### config.mk
export PLATFORM = sky130hd
export DESIGN_NAME = prog_timer
export DESIGN_NICKNAME = d
export VERILOG_FILES = /design/src/rtl/prog_timer.sv
export SDC_FILE = /design/constraint.sdc
export NUM_CORES = 1
export LEC_CHECK = 0
export ABC_CLOCK_PERIOD_IN_PS = 3550
export CAP_MARGIN = 25
export CELL_PAD_IN_SITES_DETAIL_PLACEMENT = 1
export CELL_PAD_IN_SITES_GLOBAL_PLACEMENT = 2
export CORE_MARGIN = 5
export CORE_UTILIZATION = 33
export DETAILED_ROUTE_END_ITERATION = 6
export DONT_BUFFER_PORTS = 1
export GPL_ROUTABILITY_DRIVEN = 0
export GPL_TIMING_DRIVEN = 0
export MAX_ROUTING_LAYER = met4
export PLACE_DENSITY = 0.71
export SLEW_MARGIN = 5
export SYNTH_ARGS = -nofsm -noshare
export SYNTH_HDL_FRONTEND = slang
export SYNTH_SLANG_ARGS = --single-unit
### constraint.sdc
create_clock -name clk -period 3.55 [get_ports clk]
set_clock_uncertainty 0.15 [all_clocks]
set_input_delay 0.5325 -clock clk [delete_from_list [all_inputs] [get_ports clk]]
set_output_delay 0.5325 -clock clk [all_outputs]
set_load 0.01 [all_outputs]
### src/rtl/prog_timer.sv
`default_nettype none
// +----------------------------------------------------------------------------+
// | Module      : prog_timer                                                   |
// | Description : Programmable up/down timer with prescaler, one-shot or       |
// |               periodic reload, explicit load and running/done status.      |
// | Revision    : 1.0 - initial release                                        |
// +----------------------------------------------------------------------------+
module prog_timer #(
    parameter int WIDTH      = 16,
    parameter int PRESCALE_W = 8
) (
    input  logic                  clk,
    input  logic                  reset,
    input  logic                  enable,
    input  logic                  up,
    input  logic                  mode,
    input  logic                  load,
    input  logic [WIDTH-1:0]      start_value,
    input  logic [WIDTH-1:0]      limit,
    input  logic [PRESCALE_W-1:0] prescale,
    output logic [WIDTH-1:0]      timer_value,
    output logic                  max_reached,
    output logic                  running,
    output logic                  done
);

    localparam logic [1:0]            c_st_idle = 2'd0;
    localparam logic [1:0]            c_st_run  = 2'd1;
    localparam logic [1:0]            c_st_done = 2'd2;
    localparam logic [WIDTH-1:0]      c_one     = {{(WIDTH-1){1'b0}}, 1'b1};
    localparam logic [PRESCALE_W-1:0] c_p_one   = {{(PRESCALE_W-1){1'b0}}, 1'b1};

    logic [1:0]            r_state;
    logic [1:0]            w_state_nxt;
    logic [WIDTH-1:0]      r_count;
    logic [WIDTH-1:0]      w_count_nxt;
    logic [PRESCALE_W-1:0] r_presc;
    logic [PRESCALE_W-1:0] w_presc_nxt;
    logic                  r_max;
    logic                  w_max_nxt;

    logic [WIDTH-1:0]      w_terminal;
    logic                  w_active;
    logic                  w_tick;

    // Terminal is re-evaluated every cycle so up/limit may change mid-run.
    assign w_terminal = up ? limit : '0;
    assign w_active   = (r_state == c_st_run) && enable;
    assign w_tick     = w_active && (r_presc == prescale);

    always_ff @(posedge clk) begin
        if (reset) begin
            r_state <= c_st_idle;
            r_count <= '0;
            r_presc <= '0;
            r_max   <= 1'b0;
        end else begin
            r_state <= w_state_nxt;
            r_count <= w_count_nxt;
            r_presc <= w_presc_nxt;
            r_max   <= w_max_nxt;
        end
    end

    always_comb begin
        w_state_nxt = r_state;
        w_count_nxt = r_count;
        w_presc_nxt = r_presc;
        w_max_nxt   = 1'b0;
        if (load) begin
            w_state_nxt = c_st_run;
            w_count_nxt = start_value;
            w_presc_nxt = '0;
        end else if (w_active) begin
            w_presc_nxt = w_tick ? '0 : r_presc + c_p_one;
            if (w_tick) begin
                if (r_count == w_terminal) begin
                    w_max_nxt = 1'b1;
                    // One-shot parks on the terminal value; periodic reloads.
                    if (mode) begin
                        w_count_nxt = start_value;
                    end else begin
                        w_state_nxt = c_st_done;
                    end
                end else begin
                    w_count_nxt = up ? r_count + c_one : r_count - c_one;
                end
            end
        end
    end

    assign timer_value = r_count;
    assign max_reached = r_max;
    assign running     = (r_state == c_st_run);
    assign done        = (r_state == c_st_done);

endmodule
`default_nettype wire
==> flow_metrics.env <==
export IMPL_start_util_pct=33.71
export IMPL_ff2ff_setup_slack_ps=670
export IMPL_combPwrFrac_pct=31.0
export IMPL_syn_nets=389
export IMPL_total_power_mw=0.7968
export IMPL_viasPerCell=5.852
export IMPL_critPathCaptureType="flip-flop"
export IMPL_power_density_nw_per_um2=287.9
export IMPL_cts_root_buffer="clkbuf_8"
export IMPL_critPathLaunch="up"
export IMPL_setup_viol=0
export IMPL_slew_violations=0
export IMPL_antenna_found_initial=0
export IMPL_max_freq_mhz=304.4
export IMPL_drive_above_1_share_pct=7.855
export IMPL_cts_resized=0
export IMPL_crit_path_start_kind="input port"
export IMPL_critical_path_arrival_ps=3300
export IMPL_async_flop_share_pct=0
export IMPL_synth_seq_area_share_pct=20.86
export IMPL_clock_path_buffers=2
export IMPL_p_leak_nw=1.088
export IMPL_cts_made_buffers=3
export IMPL_avgRoutedWirePerCell_um=20.48
export IMPL_fin_nets=394
export IMPL_syn_area_um2=2591
export IMPL_max_stage_delay_ps=460
export IMPL_hp_class="input port to flip-flop"
export IMPL_synth_top_area_share_pct=20.86
export IMPL_grt_pass1_vias=2584
export IMPL_dr_pass1_iters=4
export IMPL_path_class="input port to flip-flop"
export IMPL_slowest_stage="inv_1"
export IMPL_status="finished clean"
export IMPL_maxSlewHeadroom_pct=52.01
export IMPL_critPathRequiredTime_ps=3560
export IMPL_hold_start="start_value[3]"
export IMPL_route_detailed_drc=0
export IMPL_synthTopCellsByArea="dfxtp_1, xor2_1, ha_1"
export IMPL_cts_setup_buffers=0
export IMPL_num_antenna_cells=0
export IMPL_port_buffer_count=0
export IMPL_path_cells="buf_6 -> buf_2 -> inv_1 -> ha_1 -> a21o_1 -> and2_1 -> nor4_1 -> o21ai_0 -> a221oi_1 -> xor2_1 -> a21oi_1"
export IMPL_synth_top_flop_cell="dfxtp_1"
export IMPL_pin_count=65
export IMPL_syn_avg_cell_area_um2=7.924
export IMPL_hold_buffers=0
export IMPL_crit_family="compound AO/OA/AOI/OAI gates"
export IMPL_p_sw_mw=0.2937
export IMPL_period_minus_slack_ps=3286
export IMPL_drtAntennaViolNets=0
export IMPL_p_int_mw=0.5031
export IMPL_clk_latency_ps=280
export IMPL_dr_first_iter_drc_count=66
export IMPL_p_seq_share_pct=44.7
export IMPL_crit_path_max_fanout=14
export IMPL_hpwl_mm=7.090
export IMPL_cts_max_level=1
export IMPL_grt_use_total_pct=18.55
export IMPL_dr_total_vias=2534
export IMPL_switching_share_pct=36.86
export IMPL_min_period_over_period_pct=92.55
export IMPL_timing_critical_path_buf_inv=3
export IMPL_die_w_um=98.61
export IMPL_cts_tree="yes"
export IMPL_synth_top_area_cell="dfxtp_1"
export IMPL_dieArea_um2=9724
export IMPL_path_clk_slew_ps=110
export IMPL_rsz0062_at_grt="false"
export IMPL_hold_viol=0
export IMPL_tightest_slew_ps=719.8
export IMPL_fin_tns_setup_ps=0
export IMPL_routed_wl_mm=8.869
export IMPL_synth_edff_count=0
export IMPL_synth_cell_types=54
export IMPL_cap_violations=0
export IMPL_rows=32
export IMPL_ys_seq_elements=27
export IMPL_r2r_start="timer_value[15]"
export IMPL_grt_start_max_net_pins=17
export IMPL_clock_power_share_pct=24.3
export IMPL_nFillCells=967
export IMPL_area_delta_synth_final_pct=6.808
export IMPL_synthCells=327
export IMPL_clock_sinks=27
export IMPL_vdd_ir_drop_max_v=0.0001399
export IMPL_yosysWarnings=0
export IMPL_overflow=0
export IMPL_grt_pass1_wl_mm=14.04
export IMPL_core_area_um2=7687
export IMPL_die_height_um=98.61
-- per-stage QoR --
stage | cells | utilization (%) | cell area [um^2] | worst slack [ps] | hold WS, ps
3_3_place_gp | 429 | 35.37 | 2719 | 1.624 | 345.7
6_report | 433 | 36.00 | 2768 | 264.5 | 264.2
5_1_grt | 433 | 36.00 | 2768 | 130.5 | 259.5
3_5_place_dp | 429 | 35.37 | 2719 | -3.076 | 353.6
4_1_cts | 433 | 36.00 | 2768 | 321.2 | 262.8
2_1_floorplan | 327 | - | 2591 | 454.0 | 327.5
-- layout by cell type (no fill, tap or decap), types with 4 or more instances in the layout --
cell type / instances
or3_1: 4
a21oi_1: 33
o22ai_1: 17
clkbuf_1: 7
buf_6: 4
dfxtp_1: 27
xor2_1: 24
nor2_1: 22
o21a_1: 7
inv_1: 17
nand3_1: 12
nand4b_1: 5
o311ai_0: 8
a21o_1: 9
xnor2_1: 11
ha_1: 15
nand4_1: 6
nand2_1: 28
nor3_1: 7
o21ai_0: 10
-- layout make-up --
type	instances	area (um^2)	area share, %
plain buffers	14	85.08	3.074
clock buffers	3	41.29	1.492
clock inverters	1	7.507	0.2712
inverters	17	63.81	2.306
multi-input cells	269	1902	68.72
flip-flops and latches	27	540.5	19.53
well taps	102	127.6	4.611
-- Yosys cell counts (3+ instances only) --
master and n:
inv_1 17, a21o_1 9, nor4_1 3, nand3_1 12
o221a_2 3, a21boi_0 3, xor2_1 24, a211oi_1 3
nand4b_1 5, or3_1 4, nor3_1 7, buf_6 4
o21ai_0 10, nand2_1 28, and4bb_2 3, nor2_1 22
dfxtp_1 27, ha_1 15, clkbuf_1 7, a21oi_1 33
o22ai_1 17, nand4_1 6, xnor2_1 11, a31oi_1 3
o311ai_0 8, o21a_1 7
-- state kept, by name, summed over array words and instances (netlist names) --
register,count
timer_value,16
r_presc,8
r_state,2
max_reached,1
-- power groups by stage --
stage | Combinational [mW] | Clock [mW] | Sequential (mW)
4_1_cts | 0.248 | 0.206 | 0.356
3_3_place_gp | 0.243 | 0 | 0.363
3_5_place_dp | 0.246 | 0 | 0.364
2_1_floorplan | 0.197 | 0 | 0.348
5_1_grt | 0.275 | 0.213 | 0.359
6_report | 0.247 | 0.194 | 0.356
-- path summary, 6_finish.rpt --
| kind | end | cells past startpoint |
|---|---|---|
| hold / removal | timer_value[3] | 2 |
| hold reg to reg | r_presc[6] | 2 |
| setup / recovery | timer_value[14] | 11 |
| setup reg to reg | timer_value[8] | 7 |
-- layer usage --
metal	track usage (%)	vias up	share of wire, %
met5	-	-	0
met4	4.832	0	1.3
met3	3.822	8	7.0
met2	27.61	65	44
met1	25.60	1224	48
li1	-	1237	-
-- worst register-to-register path, delay by kind of cell, from the launching register on --
| kind | cells | cell delay [ps] |
|---|---|---|
| AOI/OAI and AO/OA | 4 | 1050 |
| and+or+nand+nor | 2 | 790 |
| DFF | 1 | 580 |
| xor gates and xnor gates | 1 | 180 |
-- cells by family (layout without fill, tap and decap cells) --
kind of cell	after synthesis	in the layout	synth area share, %
compound gates	112	112	29.70
fa+ha+maj	16	16	8.015
xor+xnor	35	35	11.83
simple gates	106	106	23.85
buf+inv	31	35	5.746
flops	27	27	20.86
Power figures use the tool's default switching activity.
